`src/rtl/instr_issue_pkg.sv`:
```
// rtl/instr_issue_pkg.sv - shared types and constants for the instruction issue unit
package instr_issue_pkg;

  localparam int IW_DEF    = 32;
  localparam int DEPTH_DEF = 16;
  localparam int AW_DEF    = 4;

  typedef enum logic [1:0] {
    IDLE  = 2'd0,
    FETCH = 2'd1,
    ISSUE = 2'd2
  } state_t;

  // Handshake outcome names: a word either transfers this cycle or is held
  localparam logic HS_FIRE = 1'b1;
  localparam logic HS_HOLD = 1'b0;

  function automatic logic handshake(input logic valid, input logic ready);
    return valid & ready;
  endfunction

endpackage

```
`src/rtl/instr_issue_if.sv`:
```
// rtl/instr_issue_if.sv - valid/ready instruction stream toward the execute stage
interface instr_issue_if
  import instr_issue_pkg::*;
#(
  parameter int IW = IW_DEF
);
  logic [IW-1:0] instr;
  logic          instr_valid;
  logic          instr_ready;

  modport master (output instr, output instr_valid, input instr_ready);
  modport slave  (input instr, input instr_valid, output instr_ready);
endinterface

```
`src/rtl/instr_issue_unit_prog_buf.sv`:
```
// rtl/instr_issue_unit_prog_buf.sv - program buffer, synchronous write and combinational read
module prog_buf
  import instr_issue_pkg::*;
#(
  parameter int IW    = IW_DEF,
  parameter int DEPTH = DEPTH_DEF,
  parameter int AW    = AW_DEF
) (
  input  logic          clk,
  input  logic          wr_en,
  input  logic [AW-1:0] wr_addr,
  input  logic [IW-1:0] wr_data,
  input  logic [AW-1:0] rd_addr,
  output logic [IW-1:0] rd_data
);

  // Contents are deliberately left unreset; software loads them before start
  logic [IW-1:0] mem_q [DEPTH];

  // Write port: one word per clock when enabled
  always_ff @(posedge clk) begin
    if (wr_en) begin
      mem_q[wr_addr] <= wr_data;
    end
  end

  assign rd_data = mem_q[rd_addr];

endmodule

```
`src/rtl/instr_issue_unit.sv`:
```
// rtl/instr_issue_unit.sv - flow-controlled instruction source; optional INSTR_ISSUE_REPEAT_EN loops the program
module instr_issue_unit
  import instr_issue_pkg::*;
#(
  parameter int IW    = IW_DEF,
  parameter int DEPTH = DEPTH_DEF,
  parameter int AW    = AW_DEF
) (
  input  logic          clk,
  input  logic          reset,
  input  logic          load_en,
  input  logic [AW-1:0] load_addr,
  input  logic [IW-1:0] load_data,
  input  logic [AW:0]   prog_len,
  input  logic          start,
  input  logic          abort,
`ifdef INSTR_ISSUE_REPEAT_EN
  input  logic          repeat_en,
`endif
  instr_issue_if.master iss,
  output logic [AW-1:0] pc,
  output logic          busy,
  output logic          done,
  output logic          len_err
);

  state_t        state_q, state_d;
  logic [AW-1:0] pc_q, pc_d;
  logic [AW:0]   len_q, len_d;
  logic [IW-1:0] instr_q, instr_d;
  logic          valid_q, valid_d;
  logic          done_q, done_d;
  logic          len_err_q, len_err_d;

  logic          hs;
  logic          last_hs;
  logic          rpt;
  logic          len_bad;
  logic          wr_en;
  logic [AW-1:0] rd_addr;
  logic [IW-1:0] rd_data;

`ifdef INSTR_ISSUE_REPEAT_EN
  assign rpt = repeat_en;
`else
  assign rpt = 1'b0;
`endif

  assign hs      = handshake(valid_q, iss.instr_ready) && (state_q == ISSUE);
  assign last_hs = hs && ({1'b0, pc_q} == (len_q - (AW+1)'(1)));
  assign len_bad = (prog_len == '0) || (prog_len > (AW+1)'(DEPTH));
  assign wr_en   = load_en && (state_q == IDLE) && !abort;

  // Read address tracks the word that will be presented after this edge
  always_comb begin
    rd_addr = pc_q;
    if (hs == HS_FIRE) begin
      rd_addr = last_hs ? '0 : pc_q + AW'(1);
    end
  end

  prog_buf #(
    .IW    (IW),
    .DEPTH (DEPTH),
    .AW    (AW)
  ) u_prog_buf (
    .clk     (clk),
    .wr_en   (wr_en),
    .wr_addr (load_addr),
    .wr_data (load_data),
    .rd_addr (rd_addr),
    .rd_data (rd_data)
  );

  // Next-state and output computation; abort overrides everything at the end
  always_comb begin
    state_d   = state_q;
    pc_d      = pc_q;
    len_d     = len_q;
    instr_d   = instr_q;
    valid_d   = valid_q;
    done_d    = 1'b0;
    len_err_d = len_err_q;

    case (state_q)
      IDLE: begin
        if (start) begin
          if (len_bad) begin
            len_err_d = 1'b1;
          end else begin
            len_d   = prog_len;
            pc_d    = '0;
            state_d = FETCH;
          end
        end
      end

      FETCH: begin
        instr_d = rd_data;
        valid_d = 1'b1;
        state_d = ISSUE;
      end

      ISSUE: begin
        if (hs == HS_FIRE) begin
          if (last_hs) begin
            done_d = 1'b1;
            pc_d   = '0;
            if (rpt) begin
              // Wrap straight back to word 0 with no bubble
              instr_d = rd_data;
            end else begin
              instr_d = '0;
              valid_d = 1'b0;
              state_d = IDLE;
            end
          end else begin
            pc_d    = pc_q + AW'(1);
            instr_d = rd_data;
          end
        end
      end

      default: begin
        state_d = IDLE;
        pc_d    = '0;
        instr_d = '0;
        valid_d = 1'b0;
      end
    endcase

    if (abort) begin
      state_d   = IDLE;
      pc_d      = '0;
      instr_d   = '0;
      valid_d   = 1'b0;
      done_d    = 1'b0;
      len_d     = len_q;
      len_err_d = len_err_q;
    end
  end

  // State and output registers
  always_ff @(posedge clk or negedge reset) begin
    if (!reset) begin
      state_q   <= IDLE;
      pc_q      <= '0;
      len_q     <= '0;
      instr_q   <= '0;
      valid_q   <= 1'b0;
      done_q    <= 1'b0;
      len_err_q <= 1'b0;
    end else begin
      state_q   <= state_d;
      pc_q      <= pc_d;
      len_q     <= len_d;
      instr_q   <= instr_d;
      valid_q   <= valid_d;
      done_q    <= done_d;
      len_err_q <= len_err_d;
    end
  end

  assign iss.instr       = instr_q;
  assign iss.instr_valid = valid_q;
  assign pc              = pc_q;
  assign busy            = (state_q == FETCH) || (state_q == ISSUE);
  assign done            = done_q;
  assign len_err         = len_err_q;

endmodule

```
`src/flat_wrapper.sv`:
```
// flat-port wrapper written by rule: the top's interface ports become plain ports
module instr_issue_unit_flat import instr_issue_pkg::*;
#(
  parameter int IW    = IW_DEF,
  parameter int DEPTH = DEPTH_DEF,
  parameter int AW    = AW_DEF
)
  (clk, reset, load_en, load_addr, load_data, prog_len, start, abort, pc, busy, done, len_err, iss_instr, iss_instr_valid, iss_instr_ready);
  instr_issue_if #(.IW(IW)) iss_i ();
  input  logic clk;
  input  logic reset;
  input  logic load_en;
  input  logic [AW-1:0] load_addr;
  input  logic [IW-1:0] load_data;
  input  logic [AW:0] prog_len;
  input  logic start;
  input  logic abort;
  output logic [AW-1:0] pc;
  output logic busy;
  output logic done;
  output logic len_err;
  output wire logic [$bits(iss_i.instr)-1:0] iss_instr;
  output wire logic [$bits(iss_i.instr_valid)-1:0] iss_instr_valid;
  input wire logic [$bits(iss_i.instr_ready)-1:0] iss_instr_ready;
  assign iss_instr = iss_i.instr;
  assign iss_instr_valid = iss_i.instr_valid;
  assign iss_i.instr_ready = iss_instr_ready;
  instr_issue_unit #(.IW(IW), .DEPTH(DEPTH), .AW(AW)) u_core (.clk(clk), .reset(reset), .load_en(load_en), .load_addr(load_addr), .load_data(load_data), .prog_len(prog_len), .start(start), .abort(abort), .iss(iss_i), .pc(pc), .busy(busy), .done(done), .len_err(len_err));
endmodule
```
`config.mk`:
```
export PLATFORM = sky130hd
export DESIGN_NAME = instr_issue_unit_flat
export DESIGN_NICKNAME = d
export VERILOG_FILES = /design/src/rtl/instr_issue_pkg.sv /design/src/rtl/instr_issue_if.sv /design/src/rtl/instr_issue_unit_prog_buf.sv /design/src/rtl/instr_issue_unit.sv /design/src/flat_wrapper.sv
export SDC_FILE = /design/constraint.sdc
export NUM_CORES = 1
export LEC_CHECK = 0
export ABC_AREA = 1
export BUFFER_PORTS_ARGS = -buffer_cell sky130_fd_sc_hd__buf_4
export CAP_MARGIN = 20
export CORE_MARGIN = 3
export CORE_UTILIZATION = 50
export DETAILED_ROUTE_END_ITERATION = 6
export HOLD_SLACK_MARGIN = 0.12
export PLACE_DENSITY_LB_ADDON = 0.05
export SYNTH_ARGS = -nofsm -noshare
export SYNTH_HDL_FRONTEND = slang
export SYNTH_SLANG_ARGS = --single-unit
```
`constraint.sdc`:
```
create_clock -name clk -period 3.7 [get_ports clk]
set_input_delay 0.185 -clock clk [delete_from_list [all_inputs] [get_ports clk]]
set_output_delay 0.185 -clock clk [all_outputs]
set_load 0.1 [all_outputs]
```
==> impl_metrics.csv <==
group,metric,value,unit
clock_network,post-cts-setup-buffers,0,
route,wirelength,61600,um
global_routing,grt_usage,0.260,
clock_network,cts_buffers,58,
floorplan,initial_core_util,0.511,
sta,hold_viol,0,
worst_setup_path,cp.arrival,3.53,ns
route,via_per_inst,5.85,
floorplan,die_x,219,um
floorplan,io_pins,87,
clock_network,clock_path_buffers,3,
global_routing,met2_usage,0.426,
global_routing,antenna_found_initial,0,
logic_synthesis,synth_seq_cells,558,
floorplan,die_area,48200,sq um
global_routing,grt_max_degree,144,
power,p_leak,9.65,nW
sta,tightestPinTransition,1.02,ns
worst_setup_path,cp-start-kind,"flop",
layout,final_nets,2044,
route,drt_iter0_drc,1705,
global_routing,grt_overflow,0,
clock_network,cts_resized,0,
clock_network,hold_buffers,41,
route,dr.pass1.iters,5,
route,drcViolationCount,0,
clock_network,cts_max_level,2,
worst_setup_path,cpMostUsedCell,"nand3_1",
sta,slew_violations,0,
global_routing,grt_pass1_vias,15118,
floorplan,core,44600,sq um
route,wl_per_cell,23.4,um
clock_network,cts_root_buf,"clkbuf_16",
worst_setup_path,crit_chain,"inv_1 -> ha_1 -> nand3_1 -> xor2_1 -> inv_8 -> nand2_8 -> buf_12 -> nand2_1 -> nand3_1 -> nand3_1 -> nand3_1 -> nand3_1 -> nand2_1",
sta,timing.fmax,335,MHz
sta,setup_violations,0,
worst_setup_path,r2r-start,"u_core.state_q[0]",
sta,period_minus_slack,2.99,ns
placement,portBuffers,86,
power,powerDensity,556,nW/um^2
logic_synthesis,ys_types,26,
layout,final_cells,2628,
route,ant_nets,0,
sta,skew,0.0145,ns
placement,dp.cells,2482,
layout,area_growth,16.2,%
placement,dp_hpwl,29000,um
global_routing,use_met3,0.0388,
status,status,"complete, no violations",
global_routing,grt_pass1_wl,94200,um
clock_network,cts_sinks,558,
sta,max_slew_margin,0.320,
floorplan,rows,77,
worst_setup_path,cp-startpoint,"u_core.state_q[0]",
job,cap_violations,0,
clock_network,clkTransAtPathRegs,0.06,ns
sta,finalCritPeriodShare,0.807,
sta,fin_setup_tns,0,ns
logic_synthesis,ys_warn_count,0,
layout,fill_cells,3549,
worst_setup_path,slowest_stage,"dfrtp_1",
worst_setup_path,worstPathRequired,4.24,ns
global_routing,grt-busiest-layer,"met2",
floorplan,die_h,219,um
worst_setup_path,endpoint_kind,"flop",
power,ir_drop,0.364,mV
worst_setup_path,slowest_delay,0.40,ns
placement,gp_congestion,0.792,
clock_network,clk_latency,0.61,ns
logic_synthesis,synth.avg_cell_area,12.0,sq um
global_routing,grt.met1_usage,0.367,
worst_setup_path,critPathMaxFanout,61,
worst_setup_path,critPathKind,"reg2reg",
logic_synthesis,synth_cells,1901,
route,vias,15382,
clock_network,cts_tree,"done",
sta,grt_setup_unrepaired,"false",
logic_synthesis,netlist_area,22800,sq um
layout,n_antenna_cell,0,
logic_synthesis,ys_seq_area_frac,0.725,
min_path,hp-class,"in2async",
logic_synthesis,synth_nets,1954,
layout,layout-drive-gt1-share,0.121,
==> flip-flops by register name, indices dropped and copies added, names as in the netlist <==
register and count:
u_core.state_q 2, u_core.iss.instr 32, u_core.len_err 1, u_core.iss.instr_valid 1, u_core.done 1, u_core.len_q 5
u_core.pc 4, u_core.u_prog_buf.mem_q 512
==> power by group <==
part / internal [W] / switching (W)
Combinational: 0.000437 / 0.00134
Sequential: 0.00705 / 0.0000937
Clock: 0.00343 / 0.00238
==> through the flow <==
step / worst slack [ns] / total power (W) / hold WS (ns) / area, sq um / util
global placement: 0.749 / 0.00900 / 0.338 / 24200 / 0.542
floorplan: 0.910 / 0.00844 / -0.111 / 22800 / -
CTS: 0.658 / 0.0148 / 0.247 / 26500 / 0.594
global route: 0.435 / 0.0153 / 0.285 / 26500 / 0.594
detailed placement: 0.669 / 0.00902 / 0.346 / 24200 / 0.542
finish: 0.713 / 0.0147 / 0.251 / 26500 / 0.594
==> placed cells by master, fill, tap and decap left out, types with 11 or more instances in the layout <==
master	instances
clkinv_2	16
dlygate4sd3_1	41
buf_4	113
clkbuf_1	11
dfrtp_1	46
inv_1	26
clkbuf_16	58
nand2_1	361
edfxtp_1	512
buf_12	14
nor2_4	18
nand3_1	744
==> kinds of logic (layout without fill, tap and decap cells) <==
kind of cell,after synthesis,in the layout,synth area share
AOI/OAI and AO/OA,19,19,0.00461
xor gates and xnor gates,6,6,0.00231
buffers and inverters,172,307,0.0342
adders and majority gates,6,6,0.00330
DFF,558,558,0.725
and+or+nand+nor,1140,1140,0.230
==> per-layer routing <==
| metal | share of wire | vias up |
|---|---|---|
| met5 | 0 | - |
| met1 | 0.43 | 7636 |
| met3 | 0.068 | 88 |
| met4 | 0.019 | 0 |
| li1 | - | 7092 |
| met2 | 0.48 | 566 |
==> synthesized netlist by cell type <==
library cell | n | share of area
o21ai_0 | 9 | 0.0020
nor2_1 | 26 | 0.0043
nor3_1 | 1 | 0.00022
ha_1 | 6 | 0.0033
nand2_1 | 361 | 0.059
clkbuf_1 | 32 | 0.0053
nand2_4 | 2 | 0.00099
xnor2_1 | 1 | 0.00038
a21oi_1 | 4 | 0.00088
buf_2 | 89 | 0.020
inv_2 | 6 | 0.00099
nand4_1 | 3 | 0.00082
xor2_1 | 5 | 0.0019
buf_4 | 6 | 0.0020
edfxtp_1 | 512 | 0.67
o21a_1 | 1 | 0.00033
nor2_2 | 2 | 0.00055
a31oi_1 | 1 | 0.00027
nand3_1 | 744 | 0.16
o22ai_1 | 3 | 0.00082
dfrtp_1 | 46 | 0.051
buf_1 | 11 | 0.0018
clkinv_1 | 1 | 0.00016
nand2_2 | 1 | 0.00027
inv_1 | 27 | 0.0044
o21bai_1 | 1 | 0.00033
==> worst paths after layout <==
path                                   endpoint  slack [ns]  depth (start not counted)
hold / removal                  u_core.len_q[1]        0.25                          2
max in group asynchronous  u_core.iss.instr[12]        2.88                          2
min in group clk                    u_core.done        0.34                          3
setup / recovery            u_core.iss.instr[3]        0.71                         13
hold reg to reg            u_core.iss.instr[30]        0.48                          2
setup reg to reg            u_core.iss.instr[3]        0.71                         13
==> cell type report <==
cell class              count  area, sq um  share of cell area
repair buffers            168         1540              0.0581
clock inverters            32          347              0.0131
multi-input cells        1171         5640               0.213
clock buffers              73         1550              0.0584
inverters                  34          138             0.00520
flip-flops and latches    558        16500               0.624
well taps                 592          741              0.0280
==> critical path: cells and delay by family, from the launching register on <==
kind	cells	cell delay (ns)
DFF	1	0.40
xor gates and xnor gates	1	0.40
adders and majority gates	1	0.19
buffers and inverters	3	0.70
and+or+nand+nor	8	1.19
Power figures use the tool's default switching activity.
